**src/rtl/uart_pkg.sv**
```systemverilog
// Shared UART definitions: receiver FSM states and bit-timing helpers,
// used by uart_rx_buffered and intended for uart_tx as well.
package uart_pkg;

   typedef enum logic [1:0] {
      ST_IDLE,
      ST_START,
      ST_DATA,
      ST_STOP
   } uart_rx_state_t;

   // Whole clock cycles per line bit (truncating division).
   function automatic int unsigned cycles_per_bit(input int unsigned clk_hz,
                                                  input int unsigned bit_rate);
      return clk_hz / bit_rate;
   endfunction

   // Width of a counter that must reach n-1; never narrower than one bit.
   function automatic int unsigned counter_width(input int unsigned n);
      return (n > 1) ? $clog2(n) : 1;
   endfunction

endpackage

```
**src/rtl/sync_fifo.sv**
```systemverilog
// Single-clock FIFO with wrap-bit pointers and a show-ahead head output
// that reads zero while the FIFO is empty.
module sync_fifo #(
   parameter int WIDTH = 8,
   parameter int DEPTH = 4
) (
   input  logic             clk,
   input  logic             rst,
   input  logic             push,
   input  logic [WIDTH-1:0] push_data,
   input  logic             pop,
   output logic             full,
   output logic             empty,
   output logic             dropped,
   output logic [WIDTH-1:0] head
);

   localparam int AW = $clog2(DEPTH);

   logic [AW:0]      wr_ptr;
   logic [AW:0]      rd_ptr;
   logic [WIDTH-1:0] mem [DEPTH];
   logic             do_push;
   logic             do_pop;

   assign empty = (wr_ptr == rd_ptr);
   assign full  = (wr_ptr[AW-1:0] == rd_ptr[AW-1:0]) && (wr_ptr[AW] != rd_ptr[AW]);

   // A pop frees a slot on the same edge, so a full FIFO still accepts the push.
   assign do_pop  = pop && !empty;
   assign do_push = push && (!full || do_pop);
   assign dropped = push && full && !pop;

   always_ff @(posedge clk) begin
      if (rst) begin
         wr_ptr <= '0;
         rd_ptr <= '0;
      end else begin
         if (do_push) wr_ptr <= wr_ptr + (AW+1)'(1);
         if (do_pop)  rd_ptr <= rd_ptr + (AW+1)'(1);
      end
   end

   // NOTE: storage is deliberately left out of reset; the pointers define
   // which entries are live and the head output is masked while empty.
   always_ff @(posedge clk) begin
      if (do_push) mem[wr_ptr[AW-1:0]] <= push_data;
   end

   assign head = empty ? '0 : mem[rd_ptr[AW-1:0]];

endmodule

```
**src/rtl/uart_rx_buffered.sv**
```systemverilog
// 8N1 UART receiver feeding a small show-ahead FIFO, with sticky overrun
// and framing-error flags for a polled memory-mapped peripheral.
module uart_rx_buffered
   import uart_pkg::*;
#(
   parameter int CLK_HZ     = 24_000_000,
   parameter int BIT_RATE   = 115_200,
   parameter int FIFO_DEPTH = 4
) (
   input  logic       clk,
   input  logic       rst,
   input  logic       uart_rxd,
   input  logic       rd_en,
   input  logic       clr_err,
   output logic [7:0] rd_data,
   output logic       rx_valid,
   output logic       fifo_full,
   output logic       overrun,
   output logic       framing_err
);

   localparam int CPB      = cycles_per_bit(CLK_HZ, BIT_RATE);
   localparam int HALF_BIT = CPB / 2;
   localparam int CNT_W    = counter_width(CPB);

   localparam logic [CNT_W-1:0] BIT_END  = CNT_W'(CPB - 1);
   localparam logic [CNT_W-1:0] HALF_END = CNT_W'(HALF_BIT - 1);

   logic rx_meta;
   logic rx_sync;
   logic rx_prev;
   logic fall;

   uart_rx_state_t   state_q, state_d;
   logic [CNT_W-1:0] cnt_q, cnt_d;
   logic [2:0]       bit_q, bit_d;
   logic [7:0]       shift_q, shift_d;
   logic             push;
   logic             frame_bad;

   logic             fifo_empty;
   logic             fifo_dropped;

   // Synchronizer and edge-history flops reset high to match an idle line.
   // NOTE: every clocked block uses non-blocking assignments so all flops
   // sample pre-edge values regardless of statement order.
   always_ff @(posedge clk) begin
      if (rst) begin
         rx_meta <= 1'b1;
         rx_sync <= 1'b1;
         rx_prev <= 1'b1;
      end else begin
         rx_meta <= uart_rxd;
         rx_sync <= rx_meta;
         rx_prev <= rx_sync;
      end
   end

   assign fall = rx_prev && !rx_sync;

   always_ff @(posedge clk) begin
      if (rst) begin
         state_q <= ST_IDLE;
         cnt_q   <= '0;
         bit_q   <= '0;
         shift_q <= '0;
      end else begin
         state_q <= state_d;
         cnt_q   <= cnt_d;
         bit_q   <= bit_d;
         shift_q <= shift_d;
      end
   end

   // NOTE: every output of this block is given a default first, so no path
   // through the case statement can leave a value unassigned and infer a latch.
   always_comb begin
      state_d   = state_q;
      cnt_d     = cnt_q + CNT_W'(1);
      bit_d     = bit_q;
      shift_d   = shift_q;
      push      = 1'b0;
      frame_bad = 1'b0;

      unique case (state_q)
         ST_IDLE: begin
            cnt_d = '0;
            if (fall) state_d = ST_START;
         end
         ST_START: begin
            if (cnt_q == HALF_END) begin
               cnt_d = '0;
               bit_d = '0;
               state_d = rx_sync ? ST_IDLE : ST_DATA;
            end
         end
         ST_DATA: begin
            if (cnt_q == BIT_END) begin
               cnt_d   = '0;
               shift_d = {rx_sync, shift_q[7:1]};
               bit_d   = bit_q + 3'd1;
               if (bit_q == 3'd7) state_d = ST_STOP;
            end
         end
         ST_STOP: begin
            // Leaving at mid-stop-bit lets the next start edge follow immediately.
            if (cnt_q == BIT_END) begin
               cnt_d     = '0;
               state_d   = ST_IDLE;
               push      = rx_sync;
               frame_bad = !rx_sync;
            end
         end
         default: state_d = ST_IDLE;
      endcase
   end

   sync_fifo #(
      .WIDTH (8),
      .DEPTH (FIFO_DEPTH)
   ) u_fifo (
      .clk       (clk),
      .rst       (rst),
      .push      (push),
      .push_data (shift_q),
      .pop       (rd_en),
      .full      (fifo_full),
      .empty     (fifo_empty),
      .dropped   (fifo_dropped),
      .head      (rd_data)
   );

   assign rx_valid = !fifo_empty;

   // Sticky flags: a set in the same cycle as clr_err takes priority.
   always_ff @(posedge clk) begin
      if (rst) begin
         overrun     <= 1'b0;
         framing_err <= 1'b0;
      end else begin
         if (fifo_dropped) overrun <= 1'b1;
         else if (clr_err) overrun <= 1'b0;

         if (frame_bad)    framing_err <= 1'b1;
         else if (clr_err) framing_err <= 1'b0;
      end
   end

endmodule

```
**config.mk**
```make
export PLATFORM = sky130hd
export DESIGN_NAME = uart_rx_buffered
export DESIGN_NICKNAME = d
export VERILOG_FILES = /design/src/rtl/uart_pkg.sv /design/src/rtl/sync_fifo.sv /design/src/rtl/uart_rx_buffered.sv
export SDC_FILE = /design/constraint.sdc
export NUM_CORES = 1
export LEC_CHECK = 0
export CELL_PAD_IN_SITES_DETAIL_PLACEMENT = 0
export CELL_PAD_IN_SITES_GLOBAL_PLACEMENT = 1
export CORE_MARGIN = 8
export CORE_UTILIZATION = 30
export CTS_CLUSTER_DIAMETER = 30
export DETAILED_ROUTE_END_ITERATION = 10
export PLACE_DENSITY = 0.62
export SKIP_LAST_GASP = 1
export SYNTH_ARGS = -nofsm -noshare
export SYNTH_HDL_FRONTEND = slang
export SYNTH_SLANG_ARGS = --single-unit
```
**constraint.sdc**
```tcl
create_clock -name clk -period 1.95 [get_ports clk]
set_input_delay 0.2925 -clock clk [delete_from_list [all_inputs] [get_ports clk]]
set_output_delay 0.2925 -clock clk [all_outputs]
set_load 0.01 [all_outputs]
```
==> summary.md, run 1 <==
In this run the register-to-register setup slack is 90 ps. Traced cell by cell, the critical path runs through xor2_1 > or2_4 > nor2_1 > buf_4 > buf_6 > buf_6 > nor2b_1 > buf_2. For the count of max-cap constraint violations, the log shows 0.

The startpoint identified for the worst hold timing path is rx_meta. In this design, the critical path's most frequently occurring cell is buf_6. After synthesis, the largest area contributor takes up 35.2% of total cell area. The startpoint of the most critical register-to-register path was cnt_q[1]. The routed layout has 1,777 vias. Worst-path cell with the longest stage delay: dfxtp_2. The maximum net fanout on the critical path is 7, and the placed cell count is 368. For the weighted congestion at the end of routability-driven global placement, the log shows 0.770.

For this run, the number of standard cells in the final layout without fillers is 389. The clock sink count was 66; the ratio of final minimum period to clock period was 101%. The clock passes through at most 2 buffers.

The share of flip-flops with an asynchronous set or reset after synthesis came out at 0%. For the worst-skew pair, the clock arrives at the later sink with an insertion delay of 340 ps. In this run the cell area measured after placement is 0.00324 mm^2.

The number of antenna repair diodes was 0. In the synthesized netlist the dominant register cell turns out to be dfxtp_1. From synthesis to final layout, the design area changed by 29.3%.

Fill cells in the final layout number 872. The most common cell in the synthesized netlist is dfxtp_1. The end of the worst register-to-register path is u_fifo.wr_ptr[2]. Type of the worst min-delay path: flip-flop to flip-flop. The initial antenna violation count is 0. For the total congestion overflow after global routing, the log shows 0. For this run, the detailed router's first-pass iteration total came to 6. The cell type with the largest total area after synthesis was edfxtp_1.

Synthesis produced a netlist whose cell count is 221. Transition at the pin with the smallest max-transition slack: 507 ps. The initialized floorplan defines 35 standard-cell rows. Subtracting the final worst setup slack from the clock period gives 1970 ps. The tools report the maximum number of pins on one net before global-route repair as 25.

The logs give 508 MHz for the timing-limited maximum frequency and 30.2% for the effective utilization at floorplan. The tools report the final instance area as 0.00353 mm^2. The leakage power figure is 1.28 nW.

Measured in cells, the most critical reg-to-reg path has a length of 6. The number of register bits inferred by synthesis was 66. The startpoint type of the worst setup path is a flip-flop. The maximum ir drop on the vdd rail was 0.000315 V; the remaining antenna violation count was 0. The required time of the critical path came out at 1660 ps. The run gives 0 as the number of max-slew violations in the final report. Setup violations remaining at the end of the flow were counted as 3. The number of top-level design ports came out at 17.

Dividing total power by cell area gives a power density of 746 mW/mm^2. The largest single stage delay on the critical path is 330 ps. By count the netlist is led by 34 x dfxtp_1, 32 x edfxtp_1, 21 x nor2_1, 18 x nand2_1, 14 x a21oi_1. Measured along the y axis, the die boundary spans 111 um.

Measured along the x axis, the die boundary spans 111 um. The tools report the worst setup slack after layout as -18.7 ps. The final layout contains routed wiring with a total length of 5110 um. The number of hold buffers added after CTS was 0.

The worst setup path is captured at an output port. Across the routed clock network, the largest skew measured is 11.0 ps. Total number of yosys warnings: 0. Core area: 0.00902 mm^2. In this run the tightest slew margin relative to its limit is 65.9%.

The number of different library cells used by synthesis comes to 42. TritonCTS built the clock tree. The number of nets handed over by synthesis was 234. Of the synthesized area, sequential elements account for 60.2%. The total clock buffers created by CTS was 9. Number of global-route vias before repair: 1,806. Dividing the detail-routed wire length by the instance count gives 13.1 um. After detailed routing, the number of remaining DRC violations is 0. Setup repair after global routing could not meet its margin everywhere. The total count of hold-check failures in the final report came out at 0. Ranked by total cell area, the synthesized netlist is headed by edfxtp_1 35%, dfxtp_1 25%, mux4_2 6.6%.

The run finished, with violations left. The clock edge transition at the registers on the reported setup and hold paths was 80 ps; the worst hold path depth was 1. A synthesized cell averages 12.3 um^2. Maximum level of the CTS H-tree: 3.

The via density per instance was 4.57. The total of buffers placed on input and output ports is 16, and the area of the die is 0.0124 mm^2. The synthesized design contains 32 enable-type register cells. Class of the most critical setup path: flip-flop to output port.

For the placed wire-length estimate after detailed placement, the log shows 3570 um. For this block, the initial DRC count from the detailed router was 88. The final reports fail on setup timing. Data on the critical path arrives at its endpoint at 1680 ps.

The endpoint with the worst hold slack was rx_sync. The run gives 286 as the number of nets in the layout. The area of the mapped netlist was 0.00273 mm^2. The clock tree root driver cell was clkbuf_8. The fraction of final layout cells sized beyond drive strength 1 is 33.5%. Overall global routing resource usage: 8.54%. The first global-routing pass estimated 8570 um of wire.
==> cells in the final DEF, fill, tap and decap left out, types with 3 or more instances in the layout <==
master,count
edfxtp_1,32
dfxtp_1,26
buf_4,24
nor2_1,21
nand2_1,18
a21oi_1,13
nor2b_1,9
clkbuf_8,9
mux4_2,8
dfxtp_2,8
inv_1,7
xor2_1,7
nand3_1,7
ha_1,7
buf_2,7
buf_6,7
clkdlybuf4s50_1,6
and2_4,4
xnor2_1,3
nand4_1,3
or2_2,3
==> registers in the layout, summed over array words and instances, names as in the netlist, named ones only <==
register / cells
u_fifo.wr_ptr: 3
bit_q: 3
rx_meta: 1
rx_sync: 1
shift_q: 8
u_fifo.rd_ptr: 3
rx_prev: 1
overrun: 1
framing_err: 1
u_fifo.mem: 32
state_q: 1
cnt_q: 8
==> per-stage QoR <==
step | hold slack, ps | util (%) | TNS (ps) | worst slack [ps] | power [mW]
floorplan | 389 | - | 0 | 106 | 1.49
global placement | 394 | 36.0 | 0 | 58.2 | 1.51
detailed placement | 396 | 36.0 | 0 | 50.8 | 1.51
CTS | 414 | 38.1 | -293 | -103 | 2.67
global route | 429 | 39.1 | -617 | -99.6 | 2.73
finish | 416 | 39.1 | -42.7 | -18.7 | 2.63
==> critical path, delay by kind of cell (launching register included) <==
| kind | cells | cell delay, ps |
|---|---|---|
| XOR/XNOR | 1 | 160 |
| flip-flops | 1 | 330 |
| AND/OR/NAND/NOR | 3 | 370 |
| buffers and inverters | 4 | 470 |
==> cell type report <==
cell class | instances | area, um^2 | share of cell area [%]
repair buffers | 49 | 418 | 11.8
multi-input cells | 139 | 1090 | 30.9
clock inverters | 7 | 76.3 | 2.16
flip-flops and latches | 66 | 1650 | 46.8
well taps | 111 | 139 | 3.94
inverters | 8 | 30.0 | 0.851
clock buffers | 9 | 124 | 3.51
==> worst max path at each step <==
stage / startpoint / to
floorplan: cnt_q[0] / u_fifo.mem[3][0]
global placement: flip-flop / rd_data[3]
detailed placement: cnt_q[1] / u_fifo.mem[1][5]
CTS: u_fifo.wr_ptr[1] / rd_data[6]
global route: u_fifo.rd_ptr[0] / rd_data[2]
finish: u_fifo.rd_ptr[0] / rd_data[2]
==> metal layers <==
metal	GRT usage, %	vias up	wire length [um]
met1	9.78	848	2310
met2	14.1	28	2530
met4	2.93	0	55
met5	0	-	0
met3	3.44	5	219
li1	-	896	-
==> logic make-up (layout without fill, tap and decap cells) <==
| family | count (synthesis) | after routing | synth area share [%] |
|---|---|---|---|
| and+or+nand+nor | 83 | 83 | 17.0 |
| DFF | 66 | 66 | 60.2 |
| AOI/OAI and AO/OA | 27 | 27 | 6.10 |
| buffers and inverters | 16 | 73 | 2.29 |
| xor gates and xnor gates | 12 | 12 | 3.85 |
| muxes | 9 | 9 | 6.97 |
| adders and majority gates | 8 | 8 | 3.67 |
==> where the power goes <==
part / switching [mW] / internal, mW
Sequential: 0.00233 / 1.44
Clock: 0.554 / 0.598
Combinational: 0.0196 / 0.0158
==> what timing repair did <==
action / CTS / global route
gates cloned: 0 / 0
buffers inserted: 3 / 3
endpoints found under the setup margin: 10 / 42
pin swaps: 1 / 9
resized for setup: 36 / 27
Note: power is estimated with default switching activity, not from simulation.
==> run 2: changes to the inputs <==
Settings changed: SYNTH_HIERARCHICAL from default to 1.
==> run 2 against run 1 <==
First-iteration DRC count fell by 45%; clock power decreased by 13%; global-route usage is 0.59 points higher; critical path type unchanged; utilization is 1.4 points higher; die area increased by 3.7%; the run still ends with setup timing left; sequential share of layout area fell by 2.8 points.
==> summary.md, run 2 <==
Across the whole layout, storage elements account for 0.00165 mm^2. The min-delay analysis places its worst path in the category flip-flop to flip-flop. The maximum net fanout on the critical path is 6.

Leaving out fill and tap cells, the most frequent cells in the layout are 32 x edfxtp_1, 30 x dfxtp_1, 30 x buf_4. The logs give 30.8% for the effective utilization at floorplan and 57.6% for the sequential fraction of the synthesis area. The final layout contains routed wiring with a total length of 5380 um.

The setup check on the worst reg-to-reg path leaves a slack of 120 ps. The commonest cells after synthesis are 34 x dfxtp_1, 32 x edfxtp_1, 27 x nor2_1, 14 x nand2_1, 14 x nor2b_1. The number of filler cells placed in the layout is 887, and the required time of the critical path is 1660 ps.

Clock tree synthesis found a total of 66 sinks. The register with the most flip-flops in the layout has 32 of them. At the pin with the least slew margin, the transition time is 498 ps.

Among all cell types in the netlist, the one instantiated most often is dfxtp_1. The tools report the total count of hold-check failures in the final report as 0. The detailed router's first-iteration violation count was 48.

The final setup skew was 10.8 ps. The tools report the worst hold path startpoint as rx_meta. The cell type with the largest total area after synthesis is edfxtp_1. Leaving out fill and tap cells, the most frequent cell in the layout is edfxtp_1. The longest clock path from root to sink contains 2 buffers. The power per standard cell area came out at 754 mW/mm^2. The core area came out at 0.00924 mm^2.

Counting every net in the synthesized netlist gives 235. The number of setup violations in the final report came out at 1. The worst setup timing slack at the placement stage was 38.7 ps; the maximum level of the CTS H-tree was 3. Summing all non-filler instances in the final layout gives an area of 0.00374 mm^2. Cells with a size suffix above 1 make up 34.4% of the layout. Critical path endpoint category: an output port. The chip width came out at 113 um. The worst hold path depth is 1, and the number of synthesized flops with an enable pin is 32.

The clock edge transition at the registers on the reported setup and hold paths was 70 ps. Cells fill 40.5% of the core in the end. Setup repair after global routing could not meet its margin everywhere. The tools report the startpoint of the most critical register-to-register path as cnt_q[1]. Clock tree synthesis inserted a total of 9 buffers. The flow ran to the end, but the final reports show violations.

For the final routed database, the setup TNS stands at -7.15 ps. After detailed routing, the number of remaining DRC violations is 0. The ratio of final minimum period to clock period was 100%; the maximum number of pins on one net before global-route repair was 16. In this run the core area contains 35 standard-cell rows. After layout, the minimum clock period comes to 1960 ps. The checks that failed: setup timing.

Detailed routing inserted a total of 1,823 vias. 17 I/O pins were placed. The die covers 0.0129 mm^2.

By startpoint and endpoint, the worst setup path is classified as flip-flop to output port. After the last flow step, the layout net total stands at 296. The critical path arrival is 1660 ps. The logs give 4 for the number of iterations in the first detailed-routing pass and 511 MHz for the timing-limited maximum frequency. The global-route wire length before repair was 9050 um; the number of register bits inferred by synthesis was 66. The total of buffers placed on input and output ports came out at 16. The insertion delay of the later-clocked pin in the worst-skew pair was 350 ps; the hold buffer count at cts was 0. By area the synthesized netlist is led by edfxtp_1 34%, dfxtp_1 24%, mux4_2 6.3%. The tools report the area of the mapped netlist as 0.00285 mm^2.

Dividing the synthesized area by the synthesized cell count gives 12.8 um^2. The area of combinational cells with multiple inputs was 0.00121 mm^2. Routability-driven placement finished with a final weighted congestion of 0.730.

Placed wire-length estimate after detailed placement: 3810 um. The endpoint with the worst hold slack is rx_sync. Using the TritonRoute via totals, the vias-per-cell ratio works out to 4.37. Number of distinct library cell variants in the gate-level netlist after synthesis: 46.

The overall global routing resource usage was 9.13%. Yosys printed 6 warnings. The number of max-slew violations in the final report was 0; the layout-stage area growth over the synthesis result was 31.4%. The initial antenna violation count came out at 0. The worst setup slack after layout came out at -7.15 ps.

The worst slew margin relative to its limit is 66.6%. Summed over all layers, the global routing overflow is 0. The placed instances occupy a cell area of 0.00350 mm^2. The worst register-to-register path has a depth of 7. Maximum ir drop on the vdd rail: 0.000344 V.

In the final routed layout, each cell accounts on average for 12.9 um. Synthesis handed over a netlist of 222 instances. End of the worst register-to-register path: u_fifo/mem[0][1]. The fraction of synthesized cell area taken by the top area cell type was 33.7%; the count of max-cap constraint violations was 0.

The tools report the number of global-route vias before repair as 1,866. Most common flop cell mapped by yosys: dfxtp_1. Once detail routing completed, the nets flagged for antenna violations numbered 0. The die height works out to 113 um. Clock tree root driver cell: clkbuf_8.

TritonCTS built the clock tree. The smallest hold slack is 412 ps, and the share of flip-flops with an asynchronous set or reset after synthesis is 0%. STA classifies the critical path startpoint as a flip-flop. The run gives 1.42 nW as the leakage power figure. The number of antenna repair diodes is 0.
==> run 2: changes by cell type after synthesis, moves of 3 or more <==
cell,before,now
nand2_1,18,14
o211ai_1,0,3
mux2_2,0,3
nor2_1,21,27
a21oi_1,14,2
mux2i_1,1,11
nor2b_1,10,14
clkbuf_1,5,2
==> run 2: routing by layer <==
metal	vias to the layer above	GRT usage, %	routed length (um)
li1	928	-	-
met1	855	10.5	2510
met2	29	14.6	2530
met3	11	3.70	250
met4	0	4.26	91
met5	-	0	0
==> run 2: logic make-up after synthesis <==
group,synth area share (%)
multiplexers,11.8
XOR/XNOR,4.00
adder cells (fa/ha/maj),3.52
AO/OA/AOI/OAI,4.39
AND/OR/NAND/NOR,16.3
flip-flops,57.6
buffers and inverters,2.33
==> run 2: report_power, final <==
group	internal [mW]	leakage, nW	total [mW]	switching, mW
combinational	0.208	0.760	0.357	0.149
sequential	1.45	0.573	1.47	0.0130
clock	0.463	0.0827	0.999	0.537
==> run 2: worst max path at each step <==
stage / startpoint / to / cells past startpoint
after global routing: flip-flop / rd_data[1] / 5
after global placement: flip-flop / rd_data[7] / 4
after floorplan: cnt_q[0] / u_fifo/wr_ptr[2] / 7
after detailed placement: flip-flop / rd_data[6] / 4
after CTS: flip-flop / rd_data[6] / 4
final: flip-flop / rd_data[7] / 5
==> run 2: through the flow <==
stage,instances,power (mW)
floorplan,222,1.65
CTS,417,2.84
global placement,394,1.82
finish,417,2.82
detailed placement,394,1.82
global route,417,2.95
==> run 2: area by class of cell <==
type                            count  share of cell area (%)
Clock buffer                       10                    3.41
Tap cell                          129                    4.31
Clock inverter                      6                    1.14
Multi-Input combinational cell    142                    32.3
Sequential cell                    66                    44.0
Inverter                            8                   0.802
Timing Repair Buffer               56                    14.0
==> run 2: timing repair <==
action,4_1_cts,5_1_grt
pin swaps,2,2
setup buffers,7,0
gates resized for setup,33,15
setup endpoints to repair,10,30
gates cloned,0,0
==> run 2: worst max-delay path, cell delays in order, from the launching register on <==
cell     delay [ps]
dfxtp_2         340
buf_12          110
buf_6           110
mux4_2          480
nor2b_1         140
buf_2           130
==> RTL change 1 (flow settings as in run 2) <==
Register the output `overrun` once more, cleared by the reset; this adds one clock of latency there. The other outputs are not delayed to match.
--- a/src/rtl/uart_rx_buffered.sv
+++ b/src/rtl/uart_rx_buffered.sv
@@ -25,6 +25,8 @@
 
    localparam logic [CNT_W-1:0] BIT_END  = CNT_W'(CPB - 1);
    localparam logic [CNT_W-1:0] HALF_END = CNT_W'(HALF_BIT - 1);
+
+   logic overrun_s0;
 
    logic rx_meta;
    logic rx_sync;
@@ -135,16 +137,24 @@
    // Sticky flags: a set in the same cycle as clr_err takes priority.
    always_ff @(posedge clk) begin
       if (rst) begin
-         overrun     <= 1'b0;
+         overrun_s0  <= 1'b0;
          framing_err <= 1'b0;
       end else begin
-         if (fifo_dropped) overrun <= 1'b1;
-         else if (clr_err) overrun <= 1'b0;
+         if (fifo_dropped) overrun_s0 <= 1'b1;
+         else if (clr_err) overrun_s0 <= 1'b0;
 
          if (frame_bad)    framing_err <= 1'b1;
          else if (clr_err) framing_err <= 1'b0;
       end
    end
 
+   always_ff @(posedge clk) begin
+      if (rst) begin
+         overrun <= '0;
+      end else begin
+         overrun <= overrun_s0;
+      end
+   end
+
 endmodule
 
Function: no difference found for any inputs over 10 cycles, from zero or initial values and one cycle with rst high; that may be too few to reach the edited logic, so the function may still have changed.
==> RTL change 1 against run 2 <==
The flow still finishes with violations (setup timing); maximum frequency increased by 0.15%; final area decreased by 0.84%; clock skew decreased by 0.00054 ns; wire length increased by 2.7%; via count decreased by 3.5%; critical path depth increased by 2; synthesized area increased by 0.13%; sequential cell count increased by 1; power increased by 8.4%; largest cell class unchanged; worst setup slack improved by 0.0030 ns; highest routed layer unchanged; utilization decreased by 0.34 points.
==> RTL change 1: results (changes against run 2) <==
Pwr
  – Net switching power: 0.000760 W (+8.7%)
  – P_comb: 0.000369 W (+3%)
  – Worst vdd ir: 304 uV (-12%)

Finish
  – Multi-input combinational area share: 0.319 (-0.00436)
  – Nets: 286 (-3.4%)
  – Buffers, non-clock: 54 (-3.6%)
  – NonClk Buf Share: 0.122 (-0.0184)
  – Final instance area: 0.00371 mm2 (-0.84%)
  – Layout fillers: 873 (-1.6%)
  – Layout cells sized above 1: 0.371 (+0.0268)
  – Non-clk invs: 10 (+2)
  – Reg area: 0.00167 mm2 (+1.5%)
  – Clock network area share: 0.0553 (+0.00982)

Timing
  – Sum Neg Setup Slack: -0.00531 ns (+0.00184 ns)
  – Setup ws final: -0.00419 ns (+0.00297 ns)
  – Final setup fails: 4 (+3)
  – Slew at the pin closest to its max-slew limit: 0.391 ns (-0.107 ns)

Critical path
  – R2R setup slack: 0.22 ns (+0.10 ns)
  – Worst reg2reg path depth: 6 (-1)
  – Crit path to: rd_data[5]
  – Delay-heaviest family, CP: buffers and inverters
  – Critical path's slowest cell: dfxtp_2

Global routing
  – Met1 GRT Util: 0.113 (+0.00818)
  – Overall Global Routing Usage: 0.0904 (-0.000869)
  – GR Layer Usage met3: 0.0354 (-0.00158)
  – First-pass GRT wire length: 9070 um (+0.23%)
  – Vias in the first global route: 1801 (-3.5%)
  – Largest net degree at the start of global routing: 15 (-1)

Status
  – Outcome: complete, but fails checks
  – Violated checks: setup timing

Drt
  – Drt via density: 4.32 (-1.1%)
  – Routed wl met3: 238 um (-4.8%)
  – Final WL: 5530 um (+2.7%)

Synthesis
  – Compound-gate portion of the synthesized area: 0.0597 (+0.0157)
  – Mapped Area: 0.00285 mm2 (+0.13%)
  – Top cells by area, synth: edfxtp_1, dfxtp_1, mux4_2, ha_1, mux2i_1
  – Synth unique cells: 48 (+4.3%)
  – Synth Instances: 214 (-3.6%)
  – Synth Area in XOR/XNOR: 0.0369 (-0.00312)
  – Synthesized flop and latch total: 67 (+1.5%)

Place
  – Dpl hpwl: 3850 um (+0.96%)
  – Post-Place Worst Slack: 0.0392 ns (+0.000507 ns)
  – Routability congestion estimate: 0.703 (-3.8%)
  – Placed inst area: 0.00343 mm2 (-1.9%)

Clock tree
  – PostCTS Resize Cnt: 34 (+3.0%)
  – Number of post-CTS setup repair buffers: 5 (-2)
==> RTL change 1: changes by cell type after synthesis, sizes merged, moves of 2 or more <==
cell	change
xor2	-2
clkbuf	+2
nand3	-5
a22oi	+2
nand2	-7
inv	+2
buf	-2
nor3	+2
o211ai	-3
==> RTL change 1: worst min-delay path by stage <==
stage,from,end,slack (ns),depth (start not counted)
4_1_cts,rx_meta$_SDFF_PP1_,rx_sync$_SDFF_PP1_,0.42,1
3_5_place_dp,rx_meta$_SDFF_PP1_,rx_sync$_SDFF_PP1_,0.40,1
3_3_place_gp,rx_meta$_SDFF_PP1_,rx_sync$_SDFF_PP1_,0.39,1
2_1_floorplan,rx_meta$_SDFF_PP1_,rx_sync$_SDFF_PP1_,0.39,1
5_1_grt,rx_meta$_SDFF_PP1_,rx_sync$_SDFF_PP1_,0.43,1
6_report,rx_meta$_SDFF_PP1_,rx_sync$_SDFF_PP1_,0.41,1
==> RTL change 2 (settings of run 2) <==
Without the edit above. The parameter `FIFO_DEPTH` goes from 4 to 2.
--- a/src/rtl/uart_rx_buffered.sv
+++ b/src/rtl/uart_rx_buffered.sv
@@ -5,7 +5,7 @@
 #(
    parameter int CLK_HZ     = 24_000_000,
    parameter int BIT_RATE   = 115_200,
-   parameter int FIFO_DEPTH = 4
+   parameter int FIFO_DEPTH = 2
 ) (
    input  logic       clk,
    input  logic       rst,
Check against the original RTL: same outputs for any inputs over 10 cycles, from zero or initial values and one cycle with rst high; that may be too few to reach the edited logic, so the function may still have changed.
==> RTL change 2 against run 2 <==
Wire length fell by 32%; die area fell by 25%; worst setup slack improved by 0.015 ns; highest routed layer unchanged; synthesized cell count fell by 17%; final area fell by 31%; utilization down 1.6 points; worst hold slack gained 0.0033 ns; power down 37%; via count down 24%; sequential cell count down 19; sequential share of layout area down 0.88 points; first-iteration DRC count increased by 13%; synthesized area down 29%.
==> RTL change 2: results (changes against run 2) <==
Global routing
  – Vias in the first global route: 1355 (-27%)
  – Largest net degree at the start of global routing: 17 (+1)
  – First-pass GRT wire length: 6420 um (-29%)
  – Antenna violations before repair: 0 (unchanged)
  – Overall Global Routing Usage: 0.0825 (-0.00876)

Status
  – Outcome: finished, final reports clean

Critical path
  – Critical path's slowest cell: clkdlybuf4s50_1
  – Delay-heaviest family, CP: buffers and inverters
  – Crit Path Max Fanout: 9 (+3)
  – Worst EP arrival: 1.65 ns
  – R2R setup slack: 0.16 ns (+0.04 ns)

Pwr
  – Power Density: 690 mW/mm2 (-8.6%)
  – Comb power frac: 0.024 (-0.103)
  – Clock net power: 0.000728 W (-27%)
  – Pleak: 0.995 nW (-30%)
  – Net switching power: 0.000367 W (-47%)
  – Worst vdd ir: 256 uV (-26%)

Place
  – Port bufs: 16 (unchanged)
  – Dpl hpwl: 2740 um (-28%)
  – Routability congestion estimate: 0.742 (+1.7%)

Synthesis
  – Sequential cell area fraction in the yosys report: 0.545 (-0.0319)
  – Most instantiated cells after synthesis: nor2_1, dfxtp_1, mux2i_1
  – Top cells by area, synth: dfxtp_1, edfxtp_1, mux2i_1, nor2_1, xor2_1
  – Synthesized net count: 192 (-18%)
  – Post-synth EDFFs: 16 (-50%)
  – Synthesized flop and latch total: 47 (-29%)
  – Synthesized area per cell: 11.0 um2 (-14%)
  – Synth unique cells: 42 (-8.7%)

Finish
  – Area of the multi-input gates: 925 um2 (-23%)
  – Multi-input gates: 128 (-9.9%)
  – Layout fillers: 660 (-26%)
  – Reg area: 0.00111 mm2 (-32%)
  – Max reg flops: 16 (-50%)
  – Non-clk invs: 3 (-5)
  – Layout cells sized above 1: 0.230 (-0.114)
  – Buffers, non-clock: 36 (-36%)
  – Nets: 229 (-23%)
  – Layout clock buffers: 5 (-5)
  – Clock network area share: 0.0451 (-0.000412)

Drt
  – Routed len/inst: 12.2 um (-5.6%)
  – Initial DRC count: 54 (+13%)

Clock tree
  – Number of post-CTS setup repair buffers: 1 (-6)
  – Clock transition at the registers of the reported paths: 0.09 ns (+0.02 ns)
  – CTS HTree Levels: 2 (-1)
  – CTS Buf Count: 5 (-4)
  – Later-pin clock latency in the skew report: 0.30 ns (-0.05 ns)
  – PostCTS Resize Cnt: 12 (-64%)

Timing
  – Worst clock skew: 0.00819 ns (-0.00265 ns)
  – Relative slew slack: 0.680 (+0.0139)
## RTL change 2: cell types whose count changed in the layout (fill, tap and decap cells not counted), sizes merged, moves of 6 or more
cell / change
clkdlybuf4s50: +6
mux2i: +6
edfxtp: -16
buf: -25
nor2b: -9
clkbuf: -8
nor2: +7
mux4: -8
## RTL change 2: stage by stage
step | hold WS, ns | std cells | power [W] | setup WS [ns] | utilization
after detailed placement | 0.394 | 292 | 0.00108 | 0.0690 | 0.360
after global routing | 0.427 | 302 | 0.00185 | -0.0867 | 0.389
after floorplan | 0.362 | 184 | 0.00106 | 0.0739 | -
final | 0.415 | 302 | 0.00178 | 0.00794 | 0.389
after global placement | 0.393 | 292 | 0.00108 | 0.133 | 0.360
after CTS | 0.416 | 301 | 0.00180 | 0.00297 | 0.384
## RTL change 2: worst paths after layout
kind / from / endpoint / depth (start not counted)
worst max-delay path: u_fifo/rd_ptr[1]$_SDFFE_PP0P_ / rd_data[7] / 4
worst max register to register: cnt_q[1]$_SDFF_PP0_ / u_fifo/mem[0][0]$_DFFE_PP_ / 6
worst min-delay path: rx_meta$_SDFF_PP1_ / rx_sync$_SDFF_PP1_ / 1
worst min register to register: rx_meta$_SDFF_PP1_ / rx_sync$_SDFF_PP1_ / 1
## RTL change 2: cell families after synthesis
group	share of synthesized area
xor gates and xnor gates	0.0433
DFF	0.545
muxes	0.0842
AOI/OAI and AO/OA	0.0724
buffers and inverters	0.0266
and+or+nand+nor	0.210
adders and majority gates	0.0186
## RTL change 2: per-layer routing
metal,global-route usage,vias up,share of wire
li1,-,729,-
met1,0.0993,633,0.50
met2,0.127,26,0.44
met3,0.0284,5,0.051
met4,0.0432,0,0.016
met5,0,-,0
